$ cat config.mk
export PLATFORM = sky130hd
export DESIGN_NAME = binary_debias_word
export DESIGN_NICKNAME = d
export VERILOG_FILES = /design/src/rtl/debias_pkg.sv /design/src/rtl/debias_pair_extractor.sv /design/src/rtl/binary_debias_word.sv
export SDC_FILE = /design/constraint.sdc
export NUM_CORES = 1
export LEC_CHECK = 0
export BUFFER_PORTS_ARGS = -buffer_cell sky130_fd_sc_hd__buf_2
export CORE_MARGIN = 3
export CORE_UTILIZATION = 25
export DETAILED_ROUTE_END_ITERATION = 8
export PLACE_DENSITY = 0.49
export RECOVER_POWER = 25
export SLEW_MARGIN = 10
export SYNTH_ARGS = -nofsm -noshare
export SYNTH_HDL_FRONTEND = slang
export SYNTH_SLANG_ARGS = --single-unit
$ cat constraint.sdc
create_clock -name clk -period 1.8 [get_ports clk]
set_input_delay 0.09 -clock clk [delete_from_list [all_inputs] [get_ports clk]]
set_output_delay 0.09 -clock clk [all_outputs]
set_load 0.03 [all_outputs]
$ cat src/rtl/debias_pkg.sv
// Shared definitions for the pair-debiasing entropy word generator:
// mode/phase encodings and the pair reduction rule.
package debias_pkg;

  localparam logic MODE_XOR = 1'b0;
  localparam logic MODE_VN  = 1'b1;

  typedef enum logic {
    PHASE_FIRST  = 1'b0,
    PHASE_SECOND = 1'b1
  } phase_e;

  typedef struct packed {
    logic valid;
    logic value;
  } pair_res_t;

  // XOR mode always yields ~(a^b); von Neumann yields a only for unequal pairs.
  function automatic pair_res_t pair_eval(input logic mode_i, input logic a_i,
                                          input logic b_i);
    pair_res_t res;
    if (mode_i == MODE_XOR) begin
      res.valid = 1'b1;
      res.value = ~(a_i ^ b_i);
    end else begin
      res.valid = (a_i != b_i);
      res.value = a_i;
    end
    return res;
  endfunction

endpackage

$ cat src/rtl/debias_pair_extractor.sv
// Pairs consecutive raw samples and emits at most one debiased bit per pair.
// The bit is presented combinationally on the edge that samples the second half.
module debias_pair_extractor
  import debias_pkg::*;
(
  input  logic clk,
  input  logic rst,
  input  logic metastable_i,
  input  logic mode_i,
  input  logic flush_i,
  output logic bit_valid_o,
  output logic bit_o
);

  phase_e    phase_q, phase_d;
  logic      a_q, a_d;
  pair_res_t res;

  always_ff @(posedge clk or posedge rst) begin
    if (rst) begin
      phase_q <= PHASE_FIRST;
    end else begin
      phase_q <= phase_d;
    end
  end

  // First-half sample is pure data and needs no reset.
  always_ff @(posedge clk) begin
    a_q <= a_d;
  end

  always_comb begin
    phase_d     = phase_q;
    a_d         = a_q;
    bit_valid_o = 1'b0;
    bit_o       = 1'b0;
    res         = pair_eval(mode_i, a_q, metastable_i);
    if (flush_i) begin
      phase_d = PHASE_FIRST;
    end else begin
      case (phase_q)
        PHASE_FIRST: begin
          a_d     = metastable_i;
          phase_d = PHASE_SECOND;
        end
        PHASE_SECOND: begin
          phase_d     = PHASE_FIRST;
          bit_valid_o = res.valid;
          bit_o       = res.value;
        end
        default: phase_d = PHASE_FIRST;
      endcase
    end
  end

endmodule

$ cat src/rtl/binary_debias_word.sv
// Debiased random word source: pair extraction, WIDTH-bit assembly, one-word
// output register with valid/ready handshake and sticky overrun flag.
module binary_debias_word
  import debias_pkg::*;
#(
  parameter int WIDTH = 8
) (
  input  logic             clk,
  input  logic             rst,
  input  logic             metastable,
  input  logic             mode,
  input  logic             word_ready,
  output logic             word_valid,
  output logic [WIDTH-1:0] word,
  input  logic             clear_overrun,
  output logic             overrun
);

  localparam int CW = $clog2(WIDTH + 1);
  localparam logic [CW-1:0] CNT_FULL = CW'(WIDTH);
  localparam logic [CW-1:0] CNT_LAST = CW'(WIDTH - 1);

  logic             mode_q, mode_d;
  logic [CW-1:0]    count_q, count_d;
  logic [WIDTH-1:0] shift_q, shift_d;
  logic [WIDTH-1:0] word_q, word_d;
  logic             word_valid_q, word_valid_d;
  logic             overrun_q, overrun_d;

  logic             flush;
  logic             bit_valid;
  logic             bit_val;
  logic             slot_free;
  logic             drop;
  logic [WIDTH-1:0] shift_next;

  // A mode change restarts pairing and discards that edge's sample.
  assign flush = (mode != mode_q);

  debias_pair_extractor u_pair (
    .clk         (clk),
    .rst         (rst),
    .metastable_i(metastable),
    .mode_i      (mode_q),
    .flush_i     (flush),
    .bit_valid_o (bit_valid),
    .bit_o       (bit_val)
  );

  assign slot_free  = !word_valid_q || word_ready;
  assign shift_next = {shift_q[WIDTH-2:0], bit_val};

  always_comb begin
    mode_d       = mode;
    count_d      = count_q;
    shift_d      = shift_q;
    word_d       = word_q;
    word_valid_d = word_valid_q;
    drop         = 1'b0;

    if (word_valid_q && word_ready) begin
      word_valid_d = 1'b0;
    end

    if (count_q == CNT_FULL) begin
      // Completed word parked in the assembler; it survives a mode change.
      if (slot_free) begin
        word_d       = shift_q;
        word_valid_d = 1'b1;
        count_d      = '0;
        if (bit_valid) begin
          shift_d = {{(WIDTH-1){1'b0}}, bit_val};
          count_d = CW'(1);
        end
      end else if (bit_valid) begin
        drop = 1'b1;
      end
    end else if (flush) begin
      count_d = '0;
      shift_d = '0;
    end else if (bit_valid) begin
      if ((count_q == CNT_LAST) && slot_free) begin
        word_d       = shift_next;
        word_valid_d = 1'b1;
        count_d      = '0;
      end else begin
        count_d = count_q + 1'b1;
      end
      shift_d = shift_next;
    end

    // Set wins over clear on the same edge.
    if (drop) begin
      overrun_d = 1'b1;
    end else if (clear_overrun) begin
      overrun_d = 1'b0;
    end else begin
      overrun_d = overrun_q;
    end
  end

  always_ff @(posedge clk or posedge rst) begin
    if (rst) begin
      mode_q       <= MODE_XOR;
      count_q      <= '0;
      shift_q      <= '0;
      word_q       <= '0;
      word_valid_q <= 1'b0;
      overrun_q    <= 1'b0;
    end else begin
      mode_q       <= mode_d;
      count_q      <= count_d;
      shift_q      <= shift_d;
      word_q       <= word_d;
      word_valid_q <= word_valid_d;
      overrun_q    <= overrun_d;
    end
  end

  assign word_valid = word_valid_q;
  assign word       = word_q;
  assign overrun    = overrun_q;

endmodule

==> flow_metrics.tcl, run 1 <==
set metrics [dict create \
    status "finished clean" \
    die_y_um 78.1 \
    coreArea_mm2 0.00488 \
    antennaDiodeCount 0 \
    drc 0 \
    cts_tree "built" \
    ant_nets 0 \
    placementRows 25 \
    syn_inst 121 \
    cap_violations 0 \
    cp-start-kind "flip-flop" \
    finalHoldViolCount 0 \
    post-route-period-util_pct 97.0 \
    io_pins 16 \
    power.leakage_nw 0.802 \
    finalMaxSlewViolations 0 \
    path_clk_slew_ns 0.09 \
    wl_per_cell_um 12.5 \
    syn2layout_area_growth_pct 27.8 \
    hold-worst-slack_ns 0.0733 \
    fin_crit_ns 1.75 \
    synth_top_area_share_pct 46.2 \
    max_freq_mhz 573 \
    die_area_mm2 0.00610 \
    dp_hpwl_um 1980 \
    netlist_top_cells_area "dfrtp_1 (46%), mux2i_1 (7.7%), mux2_2 (6.1%)" \
    grt_max_degree 25 \
    clock-sinks 25 \
    postSynthAreaPerCell_um2 10.7 \
    nNetsFinal 163 \
    overflow 0 \
    tightest_slew_ns 0.608 \
    root_buffer "clkbuf_8" \
    synth-seq-cells 25 \
    final_cell_area_mm2 0.00166 \
    cp_data_arrival_time_ns 1.91 \
    grt_pass1_vias 1033 \
    crit_path_max_fanout 8 \
    cp.required_ns 1.96 \
    drt_iter0_drc 35 \
    cts_buffers 3 \
    yosysTopAreaCell "dfrtp_1" \
    synth_flop_cell "dfrtp_1" \
    grt_antenna_before_repair 0 \
    relSlewSlack_pct 59.5 \
    htreeDepth 1 \
    vias_per_cell 4.48 \
    grt_pass1_wl_um 4910 \
    synth_edf_count 1 \
    setup_viol 0 \
    cts_buffer_depth 2 \
    synth.distinct_cells 39 \
    finalPower_mw 1.70 \
    synth.top_cells.by_count "dfrtp_1 (24), nand2_1 (15), inv_1 (13), mux2i_1 (10), o21ai_0 (8)" \
    drt-pass1-iter-count 4 \
    ys_async_sr_fraction_pct 96.0 \
    track_usage_pct 10.1 \
    max-vdd-ir-drop_uv 576 \
    hold_class "in2reg" \
    n_fill_cell 524 \
    syn_nets 129 \
    synth_warnings 0 \
    initial_core_util_pct 26.6 \
    synth_area_mm2 0.00130 \
    dieWidth_um 78.1 \
    clock_latency_ns 0.27 \
    worstSetupPathType "reg2reg" \
    gp_congestion 0.799 \
    yosysSeqAreaShare_pct 48.5 \
    postPlaceCellArea_mm2 0.00154 \
    layout-drive-gt1-share_pct 36.4 \
    portBuffers 15 \
    setup.worst_path.end_class "flip-flop" \
    power.density_mw_per_mm2 1020 \
    num_vias 990 \
    skew_ns 0.00371 \
    wirelength_um 2770 \
    synthMostInstantiatedCell "dfrtp_1" \
]
sequential cells by signal, summed over array words and instances (netlist names):
register,cells
overrun,1
word,8
mode_q,1
u_pair.a_q,1
count_q,4
word_valid,1
shift_q,8
u_pair.phase_q,1
kinds of logic (layout without fill, tap and decap cells):
group | count (synthesis) | count (layout) | share of synthesized area [%]
AND/OR/NAND/NOR | 34 | 34 | 13.7
flip-flops | 25 | 25 | 48.5
AO/OA/AOI/OAI | 21 | 21 | 12.4
XOR/XNOR | 3 | 3 | 2.02
adder cells (fa/ha/maj) | 2 | 2 | 1.92
buffers and inverters | 17 | 50 | 5.97
multiplexers | 19 | 19 | 15.5
final cells by class:
cell class,instances,area (um^2),share of cell area [%]
flip-flops and latches,25,631,38.0
multi-input cells,79,629,37.9
clock buffers,3,41.3,2.48
well taps,67,83.8,5.05
clock inverters,1,5.00,0.301
repair buffers,33,223,13.4
inverters,13,48.8,2.94
layer usage:
metal	routed length [um]	vias up	GRT usage, %
met1	1240	478	12.5
met3	94	6	2.98
met4	34	0	3.85
li1	-	489	-
met2	1410	17	16.5
met5	0	-	0
power by group:
part	internal [mW]	switching, mW	total (mW)
Sequential	0.680	0.0736	0.754
Combinational	0.249	0.354	0.603
Clock	0.155	0.186	0.341
Total	1.08	0.614	1.70
stage by stage:
stage	cells	setup slack (ns)	util, %	TNS [ns]
3_5_place_dp	213	0.0259	31.5	0
2_1_floorplan	121	0.0215	-	0
3_3_place_gp	213	0.0659	31.5	0
6_report	221	0.0536	34.1	0
4_1_cts	219	0.00597	32.8	0
5_1_grt	221	-0.0207	34.1	-0.0958
path summary, 6_finish.rpt:
| path | depth (start not counted) | slack, ns | start | endpoint |
|---|---|---|---|---|
| hold reg to reg | 1 | 0.50 | shift_q[7]$_DFFE_PP0P_ | shift_q[7]$_DFFE_PP0P_ |
| max in group asynchronous | 4 | 0.90 | rst | count_q[2]$_DFFE_PP0P_ |
| hold / removal | 1 | 0.07 | mode | mode_q$_DFF_PP0_ |
| min in group asynchronous | 4 | 0.50 | rst | word[1]$_DFFE_PP0P_ |
| setup / recovery | 6 | 0.05 | count_q[0]$_DFFE_PP0P_ | word[7]$_DFFE_PP0P_ |
| setup reg to reg | 6 | 0.05 | count_q[0]$_DFFE_PP0P_ | word[7]$_DFFE_PP0P_ |
worst max-delay path, stage by stage (launching register included):
cell      delay, ns
dfrtp_1        0.41
ha_1           0.22
and3b_2        0.23
a31oi_2        0.27
a21boi_4       0.09
buf_12         0.15
mux2_2         0.26
cells in the final DEF (no fill, tap or decap), types with 2 or more instances in the layout:
cell	instances
and3_1	2
and3b_2	2
buf_2	13
buf_4	14
clkbuf_1	2
clkbuf_8	3
dfrtp_1	24
dlygate4sd3_1	2
inv_1	11
inv_2	2
mux2_1	2
mux2_2	7
mux2i_1	10
nand2_1	15
nand3_1	3
nor2_1	3
o21ai_0	7
o21ai_1	2
what timing repair did:
action                                  4_1_cts  5_1_grt
hold buffers                                  2        0
endpoints found under the hold margin        25        0
resized for setup                             0       12
endpoints found under the setup margin        0       12
setup buffers                                 0        2
No activity file was read; power rests on OpenSTA's default activity.
==> inputs of run 2 (changes only) <==
- ABC_AREA: default -> 1
- SETUP_SLACK_MARGIN: default -> 0.4
==> run 2 against run 1 <==
  * Synthesized cell count grew 41%
  * First-iteration DRC count grew to 3.0 times the previous value
  * Register-to-register slack gained 0.35 ns
  * Worst hold slack gained 0.023 ns
  * Total power shrank 25%
  * Largest power group unchanged
==> flow_metrics.tcl, run 2 <==
set metrics [dict create \
    ant_nets 0 \
    skew_ns 0.00224 \
    drt_iter0_drc 105 \
    cap_violations 0 \
    synthMostInstantiatedCell "nand2_1" \
    placementRows 25 \
    synth.distinct_cells 22 \
    coreArea_mm2 0.00491 \
    place_inst 251 \
    die_y_um 78.8 \
    cp_data_arrival_time_ns 1.57 \
    n_fill_cell 523 \
    max-vdd-ir-drop_uv 271 \
    dr_wl_met2_um 1320 \
    syn2layout_area_growth_pct 31.7 \
    hold_class "in2reg" \
    path_clk_slew_ns 0.09 \
    yosysSeqAreaShare_pct 47.6 \
    layout-drive-gt1-share_pct 29.0 \
    reg2reg_to "count_q[0]$_DFFE_PP0P_" \
    max_freq_mhz 715 \
    worstSetupPathType "reg2reg" \
    fin_cells 267 \
    synth_edf_count 1 \
    gp_congestion 0.799 \
    die_area_mm2 0.00621 \
    finalSetupTns_ns 0 \
    cp-start-kind "flip-flop" \
    grt_pass1_vias 1120 \
    fin_crit_ns 1.40 \
    dieWidth_um 78.8 \
    drc 0 \
    ys_async_sr_fraction_pct 96.0 \
    dr_wl_met3_um 114 \
    vias_per_cell 4.40 \
    drt-pass1-iter-count 4 \
    tightest_slew_ns 0.602 \
    reg2reg_slack_ns 0.40 \
    post-route-period-util_pct 77.7 \
    cp.required_ns 1.97 \
    grt_antenna_before_repair 0 \
    antennaDiodeCount 0 \
    clock_latency_ns 0.27 \
    finalMaxSlewViolations 0 \
    r2r_cells 11 \
    clock-sinks 25 \
    hold_end "u_pair.a_q$_DFFE_PP_" \
    hold_depth 1 \
    initial_core_util_pct 27.0 \
    synth_flop_cell "dfrtp_1" \
    synth.top_cells.by_count "nand2_1 (70), dfrtp_1 (24), nand3_1 (21), inv_1 (13), o21ai_1 (8)" \
    grt_pass1_wl_um 5220 \
    relSlewSlack_pct 59.9 \
    io_pins 16 \
    crit_path_max_fanout 7 \
    m1WireLength_um 1600 \
    synth_area_mm2 0.00133 \
    syn_nets 179 \
    cts_buffers 3 \
    root_buffer "clkbuf_8" \
    cts_buffer_depth 2 \
    top_layer_used "met4" \
    final_common_cell "nand2_1" \
    setup.worst_path.end_class "flip-flop" \
    cts_tree "built" \
    htreeDepth 1 \
    syn_inst 171 \
    wirelength_um 3080 \
    nNetsFinal 209 \
    overflow 0 \
    hp-start "metastable" \
    netlist_top_cells_area "dfrtp_1 (45%), nand2_1 (20%), nand3_1 (7.9%)" \
    setup_viol 0 \
    portBuffers 15 \
    synth_warnings 0 \
    wl_per_cell_um 11.5 \
    grt_max_degree 25 \
    status "finished clean" \
    synth_top_area_share_pct 45.3 \
    postSynthAreaPerCell_um2 7.75 \
    finalHoldViolCount 0 \
    finalPower_mw 1.28 \
    fin_util_pct 35.5 \
    track_usage_pct 10.4 \
    rsz0062_at_grt "yes" \
    power.leakage_nw 0.878 \
    r2r_start "count_q[1]$_DFFE_PP0P_" \
    dp_hpwl_um 1930 \
    yosysTopAreaCell "dfrtp_1" \
    num_vias 1174 \
    layout_common_cells "nand2_1 (60), dfrtp_1 (24), nand3_1 (20), buf_2 (13)" \
    power.density_mw_per_mm2 731 \
    synth-seq-cells 25 \
]
run 2: cell types whose count changed in the layout (fill, tap and decap cells not counted), moves of 3 or more:
| cell | change |
|---|---|
| buf_4 | -10 |
| buf_6 | +3 |
| mux2_2 | -7 |
| mux2i_1 | -10 |
| nand2_1 | +45 |
| nand2_2 | +11 |
| nand2_4 | +6 |
| nand3_1 | +17 |
| nand4_1 | +4 |
| nor2_4 | +3 |
| o21ai_0 | -6 |
| o21ai_1 | +9 |
run 2: per-stage QoR:
step | hold slack (ns) | area, um^2 | setup slack [ns]
after global routing | 0.107 | 1750 | 0.325
final | 0.0961 | 1750 | 0.402
after CTS | 0.0346 | 1670 | 0.405
after global placement | 0.156 | 1470 | 0.269
after floorplan | 0.105 | 1330 | 0.429
after detailed placement | 0.164 | 1470 | 0.263
run 2: layout make-up:
cell class	count	area, um^2	share of cell area [%]
clock buffers	3	41.3	2.37
repair buffers	27	191	11.0
well taps	67	83.8	4.80
multi-input cells	129	729	41.8
flip-flops and latches	25	631	36.1
clock inverters	1	7.51	0.430
inverters	15	61.3	3.51
run 2: report_power, final:
group          total (mW)  switching (mW)  internal (mW)
Clock               0.352           0.195          0.157
Combinational       0.290           0.168          0.123
Sequential          0.634          0.0379          0.596
run 2: what timing repair did:
item | 4_1_cts | 5_1_grt
resized for setup | 14 | 21
buffers inserted | 6 | 1
cloned | 1 | 1
endpoints found under the setup margin | 20 | 22
pin swaps | 5 | 10
endpoints found under the hold margin | 26 | 0
hold buffers | 3 | 0
run 2: layer usage:
metal	vias to the layer above	global-route usage (%)
met5	-	0
met1	536	16.0
met4	0	3.67
li1	612	-
met3	4	1.36
met2	22	14.7
run 2: worst max-delay path: stages (launching register included):
cell	delay, ns
dfrtp_1	0.40
inv_2	0.06
ha_4	0.15
nand2_2	0.08
nor2_4	0.04
buf_12	0.15
nor2_4	0.11
nand2_2	0.07
nand2_4	0.10
inv_2	0.04
nand2_1	0.06
nand2_1	0.04
run 2: worst max-delay path by stage:
stage                            from  slack [ns]  cells after the start                     end
2_1_floorplan  count_q[0]$_DFFE_PP0P_        0.43                     10  count_q[3]$_DFFE_PP0P_
3_5_place_dp   count_q[0]$_DFFE_PP0P_        0.26                      8     word[5]$_DFFE_PP0P_
6_report       count_q[1]$_DFFE_PP0P_        0.40                     11  count_q[0]$_DFFE_PP0P_
3_3_place_gp   count_q[0]$_DFFE_PP0P_        0.27                      8     word[6]$_DFFE_PP0P_
5_1_grt        count_q[0]$_DFFE_PP0P_        0.32                      9  count_q[0]$_DFFE_PP0P_
4_1_cts        count_q[0]$_DFFE_PP0P_        0.40                     10  count_q[2]$_DFFE_PP0P_
run 2: kinds of logic (layout without fill, tap and decap cells):
group           after synthesis  after routing  share of synthesized area [%]
simple gates                110            112                           38.0
flops                        25             25                           47.6
buf+inv                      19             46                           6.33
compound gates               15             15                           6.23
fa+ha+maj                     2              2                           1.89
